<file path="config.mk">
export PLATFORM = sky130hd
export DESIGN_NAME = mem_io_arbiter_flat
export DESIGN_NICKNAME = d
export VERILOG_FILES = /design/src/rtl/mem_io_pkg.sv /design/src/rtl/mem_io_arbiter_if.sv /design/src/rtl/mem_lat_counter.sv /design/src/rtl/mem_io_arbiter.sv /design/src/flat_wrapper.sv
export SDC_FILE = /design/constraint.sdc
export NUM_CORES = 1
export LEC_CHECK = 0
export ABC_AREA = 1
export CAP_MARGIN = 20
export CORE_AREA = 2 2 111 113
export CTS_CLUSTER_DIAMETER = 50
export DETAILED_ROUTE_END_ITERATION = 10
export DIE_AREA = 0 0 113 115
export PLACE_DENSITY = 0.81
export SLEW_MARGIN = 20
export SYNTH_ARGS = -nofsm -noshare
export SYNTH_HDL_FRONTEND = slang
export SYNTH_SLANG_ARGS = --single-unit
</file>
<file path="constraint.sdc">
create_clock -name clk -period 4.8 [get_ports clk]
set_input_delay 1.2 -clock clk [delete_from_list [all_inputs] [get_ports clk]]
set_output_delay 1.2 -clock clk [all_outputs]
set_load 0.02 [all_outputs]
</file>
<file path="src/rtl/mem_io_pkg.sv">
// mem_io_pkg: shared state type, default widths and read-latency bounds for the memory/IO arbiter.
package mem_io_pkg;
    localparam int DMEM_AW_DEF = 14;
    localparam int IO_W_DEF    = 24;
    localparam int RD_LAT_MIN  = 1;
    localparam int RD_LAT_MAX  = 3;
    localparam int LAT_W       = $clog2(RD_LAT_MAX + 1);

    typedef enum logic [1:0] {IDLE, RD_WAIT, RD_DONE} state_t;

    // More than one decoded CPU strobe at once is a protocol error
    function automatic logic strobe_conflict(input logic [3:0] s);
        return $countones(s) > 1;
    endfunction
endpackage

</file>
<file path="src/rtl/mem_io_arbiter_if.sv">
// mem_io_arbiter_if: CPU, loader, data-memory and LED/switch signals shared by the arbiter and its environment.
interface mem_io_arbiter_if
    import mem_io_pkg::*;
#(
    parameter int DMEM_AW = DMEM_AW_DEF,
    parameter int IO_W    = IO_W_DEF
);
    logic               upload_mode;
    logic               cpu_mread, cpu_mwrite, cpu_ioread, cpu_iowrite;
    logic [31:0]        cpu_addr, cpu_wdata, cpu_rdata;
    logic               cpu_stall, bus_err;
    logic               ldr_wen, ldr_ack;
    logic [DMEM_AW-1:0] ldr_addr;
    logic [31:0]        ldr_wdata;
    logic               dmem_en, dmem_we;
    logic [DMEM_AW-1:0] dmem_addr;
    logic [31:0]        dmem_wdata, dmem_rdata;
    logic               led_cs, sw_cs;
    logic [IO_W-1:0]    led_wdata, sw_rdata;

    modport slave (
        input  upload_mode, cpu_mread, cpu_mwrite, cpu_ioread, cpu_iowrite, cpu_addr, cpu_wdata,
               ldr_wen, ldr_addr, ldr_wdata, dmem_rdata, sw_rdata,
        output cpu_rdata, cpu_stall, bus_err, ldr_ack, dmem_en, dmem_we, dmem_addr, dmem_wdata,
               led_cs, led_wdata, sw_cs
    );

    modport master (
        output upload_mode, cpu_mread, cpu_mwrite, cpu_ioread, cpu_iowrite, cpu_addr, cpu_wdata,
               ldr_wen, ldr_addr, ldr_wdata, dmem_rdata, sw_rdata,
        input  cpu_rdata, cpu_stall, bus_err, ldr_ack, dmem_en, dmem_we, dmem_addr, dmem_wdata,
               led_cs, led_wdata, sw_cs
    );
endinterface

</file>
<file path="src/rtl/mem_lat_counter.sv">
// mem_lat_counter: loadable down-counter timing the BRAM read latency; done flags the capture cycle.
module mem_lat_counter
    import mem_io_pkg::*;
(
    input  logic             clk,
    input  logic             rst_n,
    input  logic             load,
    input  logic             dec,
    input  logic [LAT_W-1:0] load_val,
    output logic             done
);
    logic [LAT_W-1:0] cnt;

    always_ff @(posedge clk or negedge rst_n)
        if (!rst_n) cnt <= '0;
        else if (load) cnt <= load_val;
        else if (dec && cnt != '0) cnt <= cnt - LAT_W'(1);

    assign done = cnt == LAT_W'(1);
endmodule

</file>
<file path="src/rtl/mem_io_arbiter.sv">
// mem_io_arbiter: shares the data-memory port and LED/switch selects between the CPU and the UART loader,
// stalling the CPU across synchronous BRAM read latency.
module mem_io_arbiter
    import mem_io_pkg::*;
#(
    parameter int DMEM_AW = DMEM_AW_DEF,
    parameter int RD_LAT  = 1,
    parameter int IO_W    = IO_W_DEF
) (
    input logic             clk,
    input logic             rst_n,
    mem_io_arbiter_if.slave bus
);
    state_t             state;
    logic [31:0]        rdata_q;
    logic [IO_W-1:0]    led_q;
    logic [DMEM_AW-1:0] addr_q, cpu_word;
    logic               err_q, ack_q, lat_done;
    logic               idle, in_wait, ldr_go, cpu_sel, conflict;
    logic               do_mr, do_mw, do_ir, do_iw;
    logic               unused_addr_bits;

    assign cpu_word         = bus.cpu_addr[DMEM_AW+1:2];
    assign unused_addr_bits = ^{bus.cpu_addr[31:DMEM_AW+2], bus.cpu_addr[1:0]};

    // Every combinational output is gated by rst_n so reset silences the bus without a clock
    always_comb begin
        idle     = rst_n && state == IDLE;
        in_wait  = rst_n && state == RD_WAIT;
        ldr_go   = idle && bus.upload_mode && bus.ldr_wen;
        cpu_sel  = idle && !bus.upload_mode;
        conflict = strobe_conflict({bus.cpu_mread, bus.cpu_mwrite, bus.cpu_ioread, bus.cpu_iowrite});
        do_mr    = cpu_sel && !conflict && bus.cpu_mread;
        do_mw    = cpu_sel && !conflict && bus.cpu_mwrite;
        do_ir    = cpu_sel && !conflict && bus.cpu_ioread;
        do_iw    = cpu_sel && !conflict && bus.cpu_iowrite;
        bus.dmem_en    = ldr_go || do_mr || do_mw || in_wait;
        bus.dmem_we    = ldr_go || do_mw;
        bus.dmem_addr  = ldr_go ? bus.ldr_addr : (do_mr || do_mw) ? cpu_word : in_wait ? addr_q : '0;
        bus.dmem_wdata = ldr_go ? bus.ldr_wdata : do_mw ? bus.cpu_wdata : '0;
        bus.cpu_stall  = (idle && bus.upload_mode) || do_mr || in_wait;
        bus.cpu_rdata  = do_ir ? 32'(bus.sw_rdata) : rdata_q;
        bus.led_cs     = do_iw;
        bus.sw_cs      = do_ir;
        bus.led_wdata  = led_q;
        bus.bus_err    = err_q;
        bus.ldr_ack    = ack_q;
    end

    always_ff @(posedge clk or negedge rst_n)
        if (!rst_n) begin
            state   <= IDLE;
            rdata_q <= '0;
            led_q   <= '0;
            addr_q  <= '0;
            err_q   <= 1'b0;
            ack_q   <= 1'b0;
        end else begin
            ack_q <= ldr_go;
            err_q <= err_q || (cpu_sel && conflict);
            if (do_iw) led_q <= bus.cpu_wdata[IO_W-1:0];
            if (do_mr) addr_q <= cpu_word;
            if (state == RD_WAIT && lat_done) rdata_q <= bus.dmem_rdata;
            state <= do_mr ? RD_WAIT :
                     (state == RD_WAIT && lat_done) ? RD_DONE :
                     state == RD_DONE ? IDLE : state;
        end

    mem_lat_counter u_lat (
        .clk      (clk),
        .rst_n    (rst_n),
        .load     (do_mr),
        .dec      (state == RD_WAIT),
        .load_val (LAT_W'(RD_LAT)),
        .done     (lat_done)
    );
endmodule

</file>
<file path="src/flat_wrapper.sv">
// flat-port wrapper written by rule: the top's interface ports become plain ports
module mem_io_arbiter_flat import mem_io_pkg::*;
#(
    parameter int DMEM_AW = DMEM_AW_DEF,
    parameter int RD_LAT  = 1,
    parameter int IO_W    = IO_W_DEF
)
  (clk, rst_n, bus_upload_mode, bus_cpu_mread, bus_cpu_mwrite, bus_cpu_ioread, bus_cpu_iowrite, bus_cpu_addr, bus_cpu_wdata, bus_ldr_wen, bus_ldr_addr, bus_ldr_wdata, bus_dmem_rdata, bus_sw_rdata, bus_cpu_rdata, bus_cpu_stall, bus_bus_err, bus_ldr_ack, bus_dmem_en, bus_dmem_we, bus_dmem_addr, bus_dmem_wdata, bus_led_cs, bus_led_wdata, bus_sw_cs);
  mem_io_arbiter_if #(.DMEM_AW(DMEM_AW), .IO_W(IO_W)) bus_i ();
  input logic clk;
  input logic rst_n;
  input wire logic [$bits(bus_i.upload_mode)-1:0] bus_upload_mode;
  input wire logic [$bits(bus_i.cpu_mread)-1:0] bus_cpu_mread;
  input wire logic [$bits(bus_i.cpu_mwrite)-1:0] bus_cpu_mwrite;
  input wire logic [$bits(bus_i.cpu_ioread)-1:0] bus_cpu_ioread;
  input wire logic [$bits(bus_i.cpu_iowrite)-1:0] bus_cpu_iowrite;
  input wire logic [$bits(bus_i.cpu_addr)-1:0] bus_cpu_addr;
  input wire logic [$bits(bus_i.cpu_wdata)-1:0] bus_cpu_wdata;
  input wire logic [$bits(bus_i.ldr_wen)-1:0] bus_ldr_wen;
  input wire logic [$bits(bus_i.ldr_addr)-1:0] bus_ldr_addr;
  input wire logic [$bits(bus_i.ldr_wdata)-1:0] bus_ldr_wdata;
  input wire logic [$bits(bus_i.dmem_rdata)-1:0] bus_dmem_rdata;
  input wire logic [$bits(bus_i.sw_rdata)-1:0] bus_sw_rdata;
  output wire logic [$bits(bus_i.cpu_rdata)-1:0] bus_cpu_rdata;
  output wire logic [$bits(bus_i.cpu_stall)-1:0] bus_cpu_stall;
  output wire logic [$bits(bus_i.bus_err)-1:0] bus_bus_err;
  output wire logic [$bits(bus_i.ldr_ack)-1:0] bus_ldr_ack;
  output wire logic [$bits(bus_i.dmem_en)-1:0] bus_dmem_en;
  output wire logic [$bits(bus_i.dmem_we)-1:0] bus_dmem_we;
  output wire logic [$bits(bus_i.dmem_addr)-1:0] bus_dmem_addr;
  output wire logic [$bits(bus_i.dmem_wdata)-1:0] bus_dmem_wdata;
  output wire logic [$bits(bus_i.led_cs)-1:0] bus_led_cs;
  output wire logic [$bits(bus_i.led_wdata)-1:0] bus_led_wdata;
  output wire logic [$bits(bus_i.sw_cs)-1:0] bus_sw_cs;
  assign bus_i.upload_mode = bus_upload_mode;
  assign bus_i.cpu_mread = bus_cpu_mread;
  assign bus_i.cpu_mwrite = bus_cpu_mwrite;
  assign bus_i.cpu_ioread = bus_cpu_ioread;
  assign bus_i.cpu_iowrite = bus_cpu_iowrite;
  assign bus_i.cpu_addr = bus_cpu_addr;
  assign bus_i.cpu_wdata = bus_cpu_wdata;
  assign bus_i.ldr_wen = bus_ldr_wen;
  assign bus_i.ldr_addr = bus_ldr_addr;
  assign bus_i.ldr_wdata = bus_ldr_wdata;
  assign bus_i.dmem_rdata = bus_dmem_rdata;
  assign bus_i.sw_rdata = bus_sw_rdata;
  assign bus_cpu_rdata = bus_i.cpu_rdata;
  assign bus_cpu_stall = bus_i.cpu_stall;
  assign bus_bus_err = bus_i.bus_err;
  assign bus_ldr_ack = bus_i.ldr_ack;
  assign bus_dmem_en = bus_i.dmem_en;
  assign bus_dmem_we = bus_i.dmem_we;
  assign bus_dmem_addr = bus_i.dmem_addr;
  assign bus_dmem_wdata = bus_i.dmem_wdata;
  assign bus_led_cs = bus_i.led_cs;
  assign bus_led_wdata = bus_i.led_wdata;
  assign bus_sw_cs = bus_i.sw_cs;
  mem_io_arbiter #(.DMEM_AW(DMEM_AW), .RD_LAT(RD_LAT), .IO_W(IO_W)) u_core (.clk(clk), .rst_n(rst_n), .bus(bus_i));
endmodule
</file>
==> results by group <==
Min path
  – Hold Crit Start: u_core.bus.bus_err
  – Worst hold path class: reg -> reg
  – WHS Path Cells: 1
  – Hold EP: u_core.bus.bus_err

Synthesis
  – Yosys cell types: 31
  – Yosys warnings: 0
  – Post-synthesis average cell area: 7.42 um2
  – Synthesized net count: 754
  – Synthesis-stage register bit count: 76
  – Synthesized cell area: 4270 um2
  – Mapped Cells: 575
  – Sequential fraction of the synthesis area: 44.6%

Routing
  – Vias: 4560
  – WL met2: 6580 um
  – Top Layer Used: met4
  – Routed metal-1 wirelength: 5420 um
  – Metal3 WL: 1240 um
  – Vias per cell: 4.60
  – Pre-antenna DRT Iters: 8
  – Initial DRC count: 207
  – Post-route ant nets: 0
  – WL/cell: 13.6 um
  – Drt total wl: 13500 um
  – Drc violations: 20

STA
  – Final period demand of the worst path: 4610 ps
  – Slew margin rel.: 52.8%
  – Hold Vio Cnt, Final: 0
  – Final setup TNS: 0 ps
  – Worst hold slack: 462 ps
  – Slew Limit Fails: 0
  – RSZ-0062 raised after global routing: false
  – Period utilization: 96.1%
  – Setup violations, final: 0
  – Max Freq: 217 MHz
  – Clock Skew: 4.76 ps
  – Worst-margin pin slew: 708 ps

Global routing
  – Pin count of the biggest net entering global routing: 49
  – Vias in the first global route: 4330
  – GRT Util Overall: 20.6%
  – Global route total overflow: 0
  – First-pass GRT wire length: 21200 um
  – Initial antenna violation count: 0

CTS
  – CTS tree: done
  – Clk slew on worst S/H paths: 50 ps
  – CTS max path bufs: 2
  – CTS Buf Count: 9
  – Clk sinks: 76
  – # hold bufs at CTS: 0
  – Clk Latency, worst-skew pair: 330 ps
  – Root buffer cell: clkbuf_16
  – H-tree depth: 3

Setup path
  – Crit-path max cell delay: 470 ps
  – Worst path arrival time: 3410 ps
  – Critical Path End Type: output port
  – R2r setup slk: 2890 ps
  – R2R Path Start: u_core.u_lat.cnt[1]
  – Cells along the critical path: dlygate4sd2_1 -> ha_1 -> nand2_1 -> inv_1 -> fa_1 -> inv_1 -> nand2_2 -> nor2_4 -> buf_4 -> nand2_4 -> clkinv_2 -> buf_12 -> nor2_1 -> dlygate4sd2_1
  – Crit path launch type: input port
  – Reg2reg path depth: 8
  – CP Buf/Inv Count: 7
  – CP Class: in -> out
  – Worst-path fanout max: 27
  – Family with the most delay on the worst path: buffers and inverters
  – Worst R2R End: u_core.rdata_q[4]
  – CP max stage cell: fa_1
  – Worst Path Required: 3600 ps

Die
  – Die W: 113 um
  – Row count: 40
  – Starting density of the core: 36.1%
  – Die H: 115 um
  – Die area: 13000 um2
  – # IOs: 283
  – Core area: 11800 um2

Run status
  – Status: finished with violations
  – Failing checks: design-rule violations

Power
  – Leak: 3.71 nW
  – Cell Pwr Density: 494 nW/um2
  – VDD IR max: 0.235 mV

Final layout
  – Commonest non-fill, non-tap cells in the layout: nand2_1, clkdlybuf4s50_1, dfrtp_1
  – Synth-to-Final Area Change: 73.8%
  – Fill count: 1052
  – Final instance area: 7420 um2
  – Diode count: 0
  – Layout cells sized above 1: 12.9%
  – Final #Nets: 1018
  – Final cell count without fillers: 991
  – Commonest non-fill, non-tap cell in the layout: nand2_1

Place
  – Cell area after placement: 7040 um2
  – Post-Place Cells: 971
  – Gpl congestion: 0.798
  – HPWL after DPL: 10300 um
  – Number of port buffers: 264

Run
  – Max_cap viols: 0
[worst max path at each step]
stage,startpoint,endpoint,slack (ps),cells past startpoint
2_1_floorplan,bus_cpu_mwrite,bus_dmem_wdata[10],500,10
3_3_place_gp,bus_cpu_iowrite,bus_dmem_wdata[7],-390,12
3_5_place_dp,bus_cpu_iowrite,bus_dmem_wdata[8],-420,12
4_1_cts,bus_cpu_mwrite,bus_dmem_addr[12],-3,14
5_1_grt,bus_cpu_mread,bus_dmem_addr[1],40,14
6_report,bus_cpu_mread,bus_cpu_rdata[29],190,14
[layout make-up]
type / count / area, um2 / share of cell area, %
clock buffer: 12 / 256 / 3.46
clock inverter: 4 / 95.1 / 1.28
inverter: 47 / 178 / 2.40
multi-input combinational: 418 / 1920 / 25.9
sequential: 76 / 1900 / 25.6
tap: 147 / 184 / 2.48
timing repair buffer: 287 / 2880 / 38.8
[cells by family after synthesis]
| family | Yosys count | share of synthesized area, % |
|---|---|---|
| AOI/OAI and AO/OA | 73 | 10.6 |
| and+or+nand+nor | 339 | 32.5 |
| xor gates and xnor gates | 1 | 0.205 |
| DFF | 76 | 44.6 |
| adders and majority gates | 5 | 1.64 |
| buffers and inverters | 81 | 10.5 |
[through the flow]
| stage | setup slack, ps | power [W] | utilization, % |
|---|---|---|---|
| 2_1_floorplan | 501 | 0.00208 | - |
| 5_1_grt | 37.4 | 0.00392 | 62.8 |
| 4_1_cts | -3.02 | 0.00371 | 62.8 |
| 3_3_place_gp | -387 | 0.00295 | 59.6 |
| 6_report | 188 | 0.00366 | 62.8 |
| 3_5_place_dp | -416 | 0.00299 | 59.6 |
[flip-flops by register name (all words and copies together), names as in the netlist]
register / flops
u_core.state: 2
u_core.bus.ldr_ack: 1
u_core.bus.bus_err: 1
u_core.rdata_q: 32
u_core.bus.led_wdata: 24
u_core.addr_q: 14
u_core.u_lat.cnt: 2
[repair_timing]
item	4_1_cts	5_1_grt
setup buffers	2	1
gates resized for setup	212	4
gates cloned	1	0
endpoints found under the setup margin	83	64
pin swaps	2	2
[cell usage after synthesis, drive strengths merged]
cell	n	share of area, %
ha	4	1.2
buf	28	5.7
o211ai	14	2.5
fa	1	0.47
inv	46	4.0
a31o	1	0.21
o21ai	57	7.8
nand4	1	0.15
clkbuf	6	0.56
nor2	12	1.3
or2	2	0.29
xor2	1	0.21
nand3	40	4.8
a21oi	1	0.12
dfrtp	76	45
nor3	1	0.23
clkinv	1	0.12
nand2	283	26
[worst reg2reg max path, cell delays in order (launching register included)]
cell,delay [ps]
dfrtp_1,370
inv_1,80
ha_1,140
inv_1,50
nor2_2,90
buf_4,360
inv_1,460
nand2_1,190
nand2_1,60
[metal layers]
metal	global-route usage [%]	vias up
met3	5.22	16
met1	24.9	2025
met4	7.40	0
li1	-	2322
met2	35.6	197
met5	0	-
[where the power goes]
| part | switching (W) | leakage (nW) | internal (W) |
|---|---|---|---|
| Sequential | 0.000152 | 0.945 | 0.000936 |
| Combinational | 0.000989 | 2.59 | 0.000797 |
| Clock | 0.000252 | 0.173 | 0.000535 |
| Total | 0.00139 | 3.71 | 0.00227 |
Power figures use the tool's default switching activity.
